`src/rtl/ram_port_arbiter.sv`:
```
// Round-robin arbiter that shares one RAM port among CPUS cores (I-read, D-read, D-write).
// Optional ARB_STARVE_EN adds per-core age counters that force service of long-waiting cores.
module ram_port_arbiter #(
  parameter int CPUS   = 2,
  parameter int WORD_W = 32
) (
  input  logic                       CLK,
  input  logic                       nRST,
  input  logic [CPUS-1:0]            iREN,
  input  logic [CPUS-1:0]            dREN,
  input  logic [CPUS-1:0]            dWEN,
  input  logic [CPUS*WORD_W-1:0]     iaddr,
  input  logic [CPUS*WORD_W-1:0]     daddr,
  input  logic [CPUS*WORD_W-1:0]     dstore,
  output logic [CPUS-1:0]            iwait,
  output logic [CPUS-1:0]            dwait,
  output logic [CPUS*WORD_W-1:0]     iload,
  output logic [CPUS*WORD_W-1:0]     dload,
  output logic                       ramREN,
  output logic                       ramWEN,
  output logic [WORD_W-1:0]          ramaddr,
  output logic [WORD_W-1:0]          ramstore,
  input  logic [WORD_W-1:0]          ramload,
  input  logic [1:0]                 ramstate,
  output logic                       gnt_valid,
  output logic [$clog2(CPUS)-1:0]    gnt_id
);

  localparam int IDW = $clog2(CPUS);
  localparam logic [1:0] RAM_ACCESS = 2'd2;

  typedef enum logic {IDLE, GRANT} state_t;
  typedef enum logic [1:0] {REQ_I, REQ_DR, REQ_DW} req_t;

  state_t         state, state_n;
  req_t           gnt_type, win_type;
  logic [IDW-1:0] rr_ptr, rr_ptr_n, win_id;
  logic [CPUS-1:0] pend;
  logic           win_found, cur_req, complete;
  int             idx;

`ifdef ARB_STARVE_EN
  logic [3:0] age [CPUS];
`endif

  assign pend      = iREN | dREN | dWEN;
  assign gnt_valid = (state == GRANT);
  assign iload     = {CPUS{ramload}};
  assign dload     = {CPUS{ramload}};

  // First pending core at or after rr_ptr; a saturated age counter overrides it.
  always_comb begin
    win_found = 1'b0;
    win_id    = '0;
    idx       = 0;
    for (int k = 0; k < CPUS; k++) begin
      idx = int'(rr_ptr) + k;
      if (idx >= CPUS) idx = idx - CPUS;
      if (!win_found && pend[idx]) begin
        win_found = 1'b1;
        win_id    = IDW'(idx);
      end
    end
`ifdef ARB_STARVE_EN
    for (int c = CPUS - 1; c >= 0; c--) begin
      if (pend[c] && age[c] == 4'hF) begin
        win_found = 1'b1;
        win_id    = IDW'(c);
      end
    end
`endif
    if (dWEN[win_id])      win_type = REQ_DW;
    else if (dREN[win_id]) win_type = REQ_DR;
    else                   win_type = REQ_I;
  end

  always_comb begin
    case (gnt_type)
      REQ_I:   cur_req = iREN[gnt_id];
      REQ_DR:  cur_req = dREN[gnt_id];
      default: cur_req = dWEN[gnt_id];
    endcase
  end

  always_comb begin
    state_n  = state;
    rr_ptr_n = rr_ptr;
    ramREN   = 1'b0;
    ramWEN   = 1'b0;
    ramaddr  = '0;
    ramstore = '0;
    complete = 1'b0;
    case (state)
      IDLE: begin
        if (win_found) state_n = GRANT;
      end
      default: begin
        // Winner withdrew its request: abandon the access without advancing rr_ptr.
        if (!cur_req) begin
          state_n = IDLE;
        end else begin
          ramREN   = (gnt_type != REQ_DW);
          ramWEN   = (gnt_type == REQ_DW);
          ramaddr  = (gnt_type == REQ_I) ? iaddr[gnt_id*WORD_W +: WORD_W]
                                         : daddr[gnt_id*WORD_W +: WORD_W];
          ramstore = dstore[gnt_id*WORD_W +: WORD_W];
          if (ramstate == RAM_ACCESS) begin
            complete = 1'b1;
            state_n  = IDLE;
            rr_ptr_n = (gnt_id == IDW'(CPUS - 1)) ? '0 : gnt_id + 1'b1;
          end
        end
      end
    endcase
  end

  always_comb begin
    iwait = '0;
    dwait = '0;
    for (int c = 0; c < CPUS; c++) begin
      iwait[c] = iREN[c] & ~(complete && gnt_type == REQ_I && gnt_id == IDW'(c));
      dwait[c] = (dREN[c] | dWEN[c]) & ~(complete && gnt_type != REQ_I && gnt_id == IDW'(c));
    end
  end

  always_ff @(posedge CLK or negedge nRST) begin
    if (!nRST) begin
      state    <= IDLE;
      rr_ptr   <= '0;
      gnt_id   <= '0;
      gnt_type <= REQ_I;
    end else begin
      state  <= state_n;
      rr_ptr <= rr_ptr_n;
      if (state == IDLE && win_found) begin
        gnt_id   <= win_id;
        gnt_type <= win_type;
      end
    end
  end

`ifdef ARB_STARVE_EN
  always_ff @(posedge CLK or negedge nRST) begin
    if (!nRST) begin
      for (int c = 0; c < CPUS; c++) age[c] <= '0;
    end else begin
      for (int c = 0; c < CPUS; c++) begin
        if (state == IDLE && win_found && win_id == IDW'(c))
          age[c] <= '0;
        else if (pend[c] && !(state == GRANT && gnt_id == IDW'(c)) && age[c] != 4'hF)
          age[c] <= age[c] + 4'd1;
      end
    end
  end
`endif

endmodule

```
`config.mk`:
```
export PLATFORM = sky130hd
export DESIGN_NAME = ram_port_arbiter
export DESIGN_NICKNAME = d
export VERILOG_FILES = /design/src/rtl/ram_port_arbiter.sv
export SDC_FILE = /design/constraint.sdc
export NUM_CORES = 1
export LEC_CHECK = 0
export BUFFER_PORTS_ARGS = -buffer_cell sky130_fd_sc_hd__buf_4
export CAP_MARGIN = 20
export CORE_AREA = 2 2 170 172
export CTS_CLUSTER_DIAMETER = 60
export DETAILED_ROUTE_END_ITERATION = 10
export DIE_AREA = 0 0 172 174
export GPL_ROUTABILITY_DRIVEN = 0
export SETUP_SLACK_MARGIN = 0.02
export SYNTH_ARGS = -nofsm -noshare
export SYNTH_HDL_FRONTEND = slang
export SYNTH_SLANG_ARGS = --single-unit
```
`constraint.sdc`:
```
create_clock -name CLK -period 1.75 [get_ports CLK]
set_input_delay 0 -clock CLK [delete_from_list [all_inputs] [get_ports CLK]]
set_output_delay 0 -clock CLK [all_outputs]
set_load 0.02 [all_outputs]
```
# Word-level counts from Yosys, hierarchy flattened
# Index checks and enable logic that the tools add are counted.
dict set report totals {
  wordCells 89
  register_bits 5
  output_inout_bits 200
}
dict set report op_classes {
  n_shift 3
  bitwise_logic 14
  n_reduce_logical 12
  magnitude_cmp 6
  eq_ne 4
  addsub 4
  n_mux 42
}
# cell n
set ops {}
lappend ops {{$mux 32} 7}
lappend ops {{$shiftx 64x7->32} 3}
lappend ops {{$lt 32x3->1 const B} 2}
lappend ops {{$mux 1} 33}
lappend ops {{$logic_and 1x1->1} 8}
lappend ops {{$not 1->1} 6}
lappend ops {{$and 1x1->1} 4}
lappend ops {{$eq 2x2->1 const B} 2}
lappend ops {{$lt 1x2->1 const B} 2}
lappend ops {{$or 2x2->2} 2}
lappend ops {{$reduce_and 3->1} 1}
lappend ops {{$sub 1x2->3 const B} 1}
lappend ops {{$sub 2x2->3 const B} 1}
lappend ops {{$add 1x1->2 const B} 1}
lappend ops {{$eq 2x1->1 const B} 1}
lappend ops {{$ge 1x2->1 const B} 1}
lappend ops {{$ge 2x2->1 const B} 1}
lappend ops {{$logic_not 2->1} 1}
lappend ops {{$mux 2} 1}
lappend ops {{$ne 2x2->1 const B} 1}
lappend ops {{$or 1x1->1} 2}
lappend ops {{$pmux 1 s2} 1}
lappend ops {{$reduce_bool 2->1} 1}
lappend ops {{$add 1x1->1 const B} 1}
lappend ops {{$logic_not 1->1} 1}

# Depth between registers and ports, before layout
# Gate-level depths: netlist of run 1.
dict set report logic_depth {
  word_depth 13
  ltp_mapped 7
  ltp_nobuf 4
}

# Worst setup path before layout of run 1
# Ideal clock, no wire load.
dict set report synth_timing {
  kind {register -> output}
  start {register gnt_id}
  end {output port ramWEN}
  stages_incl_launch_ff 7
  path_buffers 2
  arrival_time_ps 1806
  slack_ps -56
  cell_sequence {dfrtp_1 buf_2 nor2b_1 a22oi_2 nand3_2 buf_2 nor3b_1}
}
dict set report synth_via {
  elab_chain_len 5
  elab_cells_between_ends 9
  cone_classes {9 x mux}
}
# element line_no
set synth_lines {}
lappend synth_lines {{start: declaration} 26} ;# output logic [$clog2(CPUS)-1:0] gnt_id
lappend synth_lines {{start signal: assignment} 136} ;# gnt_id <= win_id;
lappend synth_lines {{$mux 1 (on tied branches) (2 in series)} {81, 79, 80}}
lappend synth_lines {{$pmux 1 s2 (*)} 78} ;# case (gnt_type)
lappend synth_lines {{$mux 1 (*)} 99} ;# if (!cur_req) begin
lappend synth_lines {{$mux 1 (*)} 93} ;# case (state)
lappend synth_lines {{end: declaration} 20} ;# output logic ramWEN,
# Every way passes the cells marked *; elsewhere a longest branch is shown, timed or not. The select of a mux whose other input is x is not followed.

# Worst setup path in the final report of run 1
dict set report layout_timing {
  start {register gnt_type[1]}
  end {output port ramaddr[21]}
}
dict set report layout_via {
  elab_chain_len 4
  elab_cells_between_ends 6
  cone_classes {1 x eq/ne; 4 x mux; 1 x reduce/logical}
}
# element line_no
set layout_lines {}
lappend layout_lines {{start: declaration} 36} ;# req_t gnt_type, win_type;
lappend layout_lines {{start signal: assignment} 137} ;# gnt_type <= win_type;
lappend layout_lines {{$eq 2x1->1 / $logic_not 2->1 (equally long branches)} {78, 104}}
lappend layout_lines {{$pmux 1 s2 / $mux 32 (equally long branches)} {78, 104}}
lappend layout_lines {{$mux 32 (*)} 99}
lappend layout_lines {{$mux 32 (*)} 93}
lappend layout_lines {{end: declaration} 21} ;# output logic [WORD_W-1:0] ramaddr,
# Every way passes the cells marked *; elsewhere a longest branch is shown, timed or not.

==> impl_metrics.py, run 1 <==
metrics = {
    "cts": {
        "cts_buffer_depth": 2,
        "tritoncts": "done",
        "clk_sink_count": 5,
        "insertion_delay_ns": 0.23,
        "cts.root.buffer_cell": "clkbuf_16",
        "ctsHtreeMaxLevel": 1,
        "cts_made_buffers": 3,
        "cts.reportedPaths.clkPinSlew_ns": 0.03,
    },
    "yosys": {
        "synth.ff_latch_count": 5,
        "synth_top_cells_by_count": "129 x buf_4, 38 x nor2_1, 36 x mux2i_1, 33 x nor2b_1, 27 x mux4_2",
        "post_synth_edffs": 0,
        "netlist_instances": 320,
        "synth_ff_type": "dfrtp_1",
        "post_syn_area_sq_mm": 0.00286,
        "synth.area.top_cells": "buf_4 34%, mux4_2 21%, mux2i_1 13%",
        "synth_cell_type_count": 27,
        "synth_area_leader": "buf_4",
        "synth_async_sr_flop_share_pct": 100,
        "nets_in_the_synthesized_netlist": 554,
        "seq_area_frac_synth_pct": 4.38,
        "syn_area_per_cell_sq_um": 8.93,
        "synth_largest_type_area_fraction_pct": 33.9,
        "yosysWarningCount": 0,
        "synth.most_common_cell": "buf_4",
    },
    "detailed_routing": {
        "postRouteAntennaNets": 0,
        "wirelength_mm": 13.1,
        "drcViolationCount": 0,
        "iter_0_drt_violations": 103,
        "via_per_inst": 3.36,
        "drt_first_pass_iters": 4,
        "via_count": 2881,
        "route.detailed.wl_per_inst_um": 15.2,
    },
    "power_and_ir_drop": {
        "p_sw_share_pct": 46.4,
        "combinationalPowerShare_pct": 91.9,
        "power_per_cell_area_mw_per_mm2": 1580,
        "cellInternalPower_mw": 4.28,
        "worst_ir_drop_vdd_mv": 0.650,
        "switching_power_mw": 3.70,
        "total_leakage_power_nw": 2.33,
        "pwr-share-clk_pct": 4.6,
        "p_seq_share_pct": 3.5,
    },
    "die": {
        "fp.dieArea_sq_mm": 0.0299,
        "effective_utilization_at_floorplan_pct": 10.1,
        "chipHeight_um": 174,
        "io_pins": 434,
        "fp-row-count": 62,
        "floorplan.core_area_sq_mm": 0.0282,
        "dieWidth_um": 172,
    },
    "placed_design": {
        "placed_cells_incl_taps": 837,
        "dp_hpwl_mm": 10.1,
        "placed_area_sq_mm": 0.00444,
        "pre_cts_slack_ns": 0.000581,
        "port_buffers": 273,
    },
    "status": {
        "violations": "setup timing",
        "status": "complete, but fails checks",
    },
    "final_layout": {
        "antenna_cells": 0,
        "final_cell_count_without_fillers": 857,
        "final_layout_size_suffix_gt1_share_pct": 79.1,
        "synthToLayoutAreaGrowth_pct": 76.5,
        "final_design_area_no_fill_sq_mm": 0.00504,
        "design.final.nets": 708,
        "layout.filler_cells": 3196,
    },
    "timing": {
        "timing.final.crit_period_ns": 1.93,
        "setup_ws_ns": -0.182,
        "final-hold-violation-count": 0,
        "fmaxAchievable_ghz": 0.518,
        "max_slew_violation_total_from_the_final_report": 0,
        "grt_setup_unrepaired": "yes",
        "hold_slack_ns": 0.0000136,
        "fin_skew_ns": 0.000802,
        "slew_margin_rel_pct": 72.5,
        "setup_viol": 70,
        "fin_crit_sh_pct": 110,
        "tightestPinTransition_ns": 0.412,
    },
    "worst_setup_path": {
        "timing.setup.critical_path_class": "reg2out",
        "required_ns": 1.75,
        "cp_max_fo": 8,
        "setup.worst_path.end_class": "primary output",
        "start_kind": "flip-flop",
        "arrival_ns": 1.93,
    },
    "global_routing": {
        "wire_length_of_the_first_global_routing_pass_mm": 17.3,
        "grt_util_all_layers_pct": 7.70,
        "antenna_violations_before_repair": 0,
        "grt_overflow": 0,
        "grt_start_max_net_pins": 39,
        "number_of_global_route_vias_before_repair": 2933,
    },
    "min_path": {
        "hold_path.class": "in2out",
    },
    "run": {
        "max_cap_viol_count": 0,
    },
}
==> cells in the final DEF, fill, tap and decap left out, types with 2 or more instances in the layout <==
cell and n:
nor2_2 13, mux4_2 32, nor2b_1 20, o32a_1 2
buf_16 2, nor2_1 14, a21oi_1 3, nor2_4 12
buf_12 7, nor3_1 3, buf_4 249, nand2_1 2
o22ai_1 2, dfrtp_1 4, o31a_1 2, inv_1 3
clkbuf_16 4, nor2b_4 12, nor2b_2 2, buf_6 36
mux2i_1 36, o21a_1 2
==> metal layers <==
metal	track usage (%)	vias up	wire, um
met5	0	-	0
met4	3.40	0	487
met3	1.37	45	1100
met2	14.1	190	6650
met1	8.60	1360	4830
li1	-	1286	-
==> what timing repair did <==
action	CTS	global route
setup endpoints to repair	70	71
endpoints found under the hold margin	5	0
buffers inserted	9	2
pin swaps	1	2
cloned	4	2
hold buffers	1	0
gates resized for setup	48	54
==> layout make-up <==
type	instances	area [sq um]	share of cell area, %
Inverter	3	11.3	0.223
Tap cell	384	480	9.52
Clock buffer	4	78.8	1.56
Multi-Input combinational cell	165	1840	36.5
Timing Repair Buffer	296	2500	49.7
Sequential cell	5	129	2.55
==> critical path: stages, from the launching register on <==
cell     delay, ns
dfrtp_1       0.39
nor2_4        0.13
buf_6         0.12
buf_12        0.11
buf_16        0.14
mux4_2        0.49
nor2b_1       0.14
buf_4         0.17
==> per-stage QoR <==
| stage | setup TNS, ns | power [mW] | utilization (%) |
|---|---|---|---|
| after CTS | -7.56 | 7.58 | 17.2 |
| after detailed placement | 0 | 6.04 | 15.7 |
| after floorplan | 0 | 4.31 | - |
| after global routing | -13.03 | 8.50 | 17.9 |
| final | -7.46 | 7.99 | 17.9 |
| after global placement | 0 | 5.99 | 15.7 |
==> power by group through the flow <==
stage / combinational (mW) / clock, mW / sequential (mW)
detailed placement: 5.76 / 0 / 0.279
CTS: 6.93 / 0.378 / 0.281
finish: 7.34 / 0.370 / 0.280
floorplan: 4.05 / 0 / 0.260
global route: 7.82 / 0.387 / 0.292
global placement: 5.71 / 0 / 0.279
==> sequential cells by signal, indices dropped and copies added, names as in the netlist <==
register	cells
gnt_id	1
gnt_type	2
gnt_valid	1
rr_ptr	1
==> cells by family (layout without fill, tap and decap cells) <==
family                 after synthesis  in the layout  share of synthesized area (%)
AO/OA/AOI/OAI                       15             15                           3.98
buffers and inverters              150            303                           38.2
flip-flops                           5              5                           4.38
multiplexers                        68             68                           38.5
AND/OR/NAND/NOR                     82             82                           14.9
==> worst paths after layout <==
kind                                          from  slack [ns]  depth (start not counted)                   to
max reg2reg                gnt_type[0]$_DFFE_PN0P_        0.09                          7  gnt_valid$_DFF_PN0_
min                                     ramload[4]     0.00001                          0             dload[4]
max                        gnt_type[1]$_DFFE_PN0P_       -0.18                          7          ramaddr[21]
min in group asynchronous                     nRST        0.13                          2   rr_ptr$_DFFE_PN0P_
max in group asynchronous                     nRST        1.50                          2   gnt_id$_DFFE_PN0P_
min reg2reg                     rr_ptr$_DFFE_PN0P_        0.59                          2   rr_ptr$_DFFE_PN0P_
(Power assumes the default switching activity.)
==> run 2, diff against run 1 <==
--- a/config.mk
+++ b/config.mk
@@ -12,7 +12,7 @@
 export DETAILED_ROUTE_END_ITERATION = 10
 export DIE_AREA = 0 0 172 174
 export GPL_ROUTABILITY_DRIVEN = 0
-export SETUP_SLACK_MARGIN = 0.02
+export SETUP_SLACK_MARGIN = 0.5
 export SYNTH_ARGS = -nofsm -noshare
 export SYNTH_HDL_FRONTEND = slang
 export SYNTH_SLANG_ARGS = --single-unit
==> run 2 against run 1 <==
  * The run still ends with setup timing left
  * Wire length rose by 11%
  * Global-route usage rose by 1.2 points
  * Count of clock-buffer cells in the layout did not move
  * Flip-flop and latch count did not move
  * Critical path depth rose by 2
  * Cell area rose by 13%
  * Sequential share of layout area fell by 0.29 points
  * Power rose by 23%
==> impl_metrics.py, run 2 (synthesized netlist as in run 1, its figures left out) <==
metrics = {
    "timing": {
        "finalSetupTns_ns": -9.46,
        "setup_viol": 70,
        "grt_setup_unrepaired": "yes",
        "slew_margin_rel_pct": 75.6,
        "max_slew_violation_total_from_the_final_report": 0,
        "setup_ws_ns": -0.179,
        "fin_skew_ns": 0.00202,
        "tightestPinTransition_ns": 0.356,
        "timing.final.crit_period_ns": 1.93,
        "final-hold-violation-count": 0,
        "fin_crit_sh_pct": 110,
        "fmaxAchievable_ghz": 0.518,
    },
    "placed_design": {
        "dp_hpwl_mm": 11.8,
        "port_buffers": 273,
        "pre_cts_slack_ns": 0.0297,
    },
    "die": {
        "io_pins": 434,
        "effective_utilization_at_floorplan_pct": 10.1,
        "chipHeight_um": 174,
        "dieWidth_um": 172,
        "floorplan.core_area_sq_mm": 0.0282,
        "fp.dieArea_sq_mm": 0.0299,
        "fp-row-count": 62,
    },
    "worst_setup_path": {
        "worst_path_max_delay_cell": "dfrtp_1",
        "start_kind": "flip-flop",
        "required_ns": 1.75,
        "slowest_delay_ns": 0.40,
        "timing.setup.critical_path_class": "reg2out",
        "cp_max_fo": 7,
        "arrival_ns": 1.93,
        "worstRegToRegCells": 8,
        "setup.worst_path.end_class": "primary output",
        "critical_path_cell_by_cell": "buf_6, mux2i_1, a22oi_2, nand3_4, buf_12, buf_12, buf_12, nor2_4, buf_6",
        "r2r_slack_ns": 0.05,
        "cp_common_cell": "buf_12",
    },
    "global_routing": {
        "grt_util_all_layers_pct": 8.85,
        "wire_length_of_the_first_global_routing_pass_mm": 19.5,
        "number_of_global_route_vias_before_repair": 3135,
        "antenna_violations_before_repair": 1,
        "grt_start_max_net_pins": 41,
        "grt_overflow": 0,
    },
    "detailed_routing": {
        "wirelength_mm": 14.5,
        "postRouteAntennaNets": 0,
        "via_count": 2994,
        "drcViolationCount": 0,
        "iter_0_drt_violations": 67,
        "drt_first_pass_iters": 6,
        "via_per_inst": 3.40,
        "route.detailed.wl_per_inst_um": 16.5,
    },
    "final_layout": {
        "largest_register_ffs": 2,
        "layout.filler_cells": 3135,
        "most_common_cell_after_layout_fill_and_taps_aside": "buf_4",
        "design.final.nets": 731,
        "final_core_util_pct": 20.2,
        "synthToLayoutAreaGrowth_pct": 99.1,
        "antenna_cells": 0,
        "commonest_cells_after_routing_fill_and_taps_aside": "242 x buf_4, 59 x buf_6, 36 x mux2i_1, 33 x nor2_4, 32 x nor2b_4",
        "final_layout_size_suffix_gt1_share_pct": 84.9,
        "largest_register": "gnt_type",
    },
    "power_and_ir_drop": {
        "total_power_mw": 9.81,
        "power_per_cell_area_mw_per_mm2": 1720,
        "worst_ir_drop_vdd_mv": 0.644,
        "total_leakage_power_nw": 2.63,
    },
    "cts": {
        "cts_made_buffers": 3,
        "insertion_delay_ns": 0.23,
        "cts.reportedPaths.clkPinSlew_ns": 0.03,
        "clk_sink_count": 5,
        "cts_buffer_depth": 2,
        "tritoncts": "done",
        "cts.root.buffer_cell": "clkbuf_16",
        "ctsHtreeMaxLevel": 1,
    },
    "min_path": {
        "whs_path_depth": 0,
        "hold_path.class": "in2out",
    },
    "run": {
        "max_cap_viol_count": 0,
    },
    "status": {
        "violations": "setup timing",
        "status": "complete, but fails checks",
    },
}
run 2: cell types whose count changed in the layout (fill, tap and decap cells not counted), moves of 5 or more:
cell / delta
nor2b_1: -18
nor2_2: -13
nor2_4: +21
nor2_1: -8
nor2b_4: +20
buf_4: -7
buf_6: +23
buf_12: +5
run 2: area by class of cell:
class	count	area, sq um	area share, %
clock buffers	4	78.8	1.39
inverters	3	11.3	0.198
multi-input cells	165	2120	37.3
flip-flops and latches	5	129	2.26
well taps	384	480	8.44
repair buffers	319	2870	50.4
run 2: critical path: cells and delay by family (launching register included):
| family | cells | cell delay, ns |
|---|---|---|
| multiplexers | 1 | 0.12 |
| AO/OA/AOI/OAI | 1 | 0.24 |
| buffers and inverters | 5 | 0.72 |
| flip-flops | 1 | 0.40 |
| AND/OR/NAND/NOR | 2 | 0.22 |
run 2: stage by stage:
stage	cell area [sq um]	hold slack, ns	std cells
after floorplan	3420	-0.296	320
after global placement	5060	-0.192	852
after detailed placement	5060	-0.190	852
after CTS	5600	0.000326	875
after global routing	5690	0.0000782	880
final	5690	0.0000243	880
run 2: final timing paths:
check | start | to
max reg2reg | gnt_type[0]$_DFFE_PN0P_ | rr_ptr$_DFFE_PN0P_
min reg2reg | rr_ptr$_DFFE_PN0P_ | rr_ptr$_DFFE_PN0P_
max | gnt_type[0]$_DFFE_PN0P_ | ramstore[0]
min | ramload[26] | dload[26]
min in group asynchronous | nRST | gnt_id$_DFFE_PN0P_
max in group asynchronous | nRST | gnt_id$_DFFE_PN0P_
run 2: timing repair:
| action | in CTS | in global routing |
|---|---|---|
| endpoints found under the setup margin | 72 | 74 |
| hold endpoints to repair | 5 | 0 |
| cloned | 3 | 1 |
| hold buffers | 1 | 0 |
| resized for setup | 64 | 9 |
| pin swaps | 5 | 3 |
| buffers inserted | 15 | 4 |
run 2: per-layer routing:
| layer | routed length [um] | global-route usage, % | vias to the layer above |
|---|---|---|---|
| li1 | - | - | 1338 |
| met1 | 4710 | 8.97 | 1394 |
| met2 | 7350 | 16.5 | 211 |
| met3 | 1850 | 2.41 | 51 |
| met4 | 623 | 4.27 | 0 |
| met5 | 0 | 0 | - |
run 2: where the power goes:
part,leakage [nW],internal (mW),total (mW),switching [mW]
Sequential,0.0577,0.184,0.282,0.0987
Combinational,2.54,4.95,9.15,4.20
Clock,0.0382,0.302,0.374,0.0720
Total,2.63,5.44,9.81,4.37
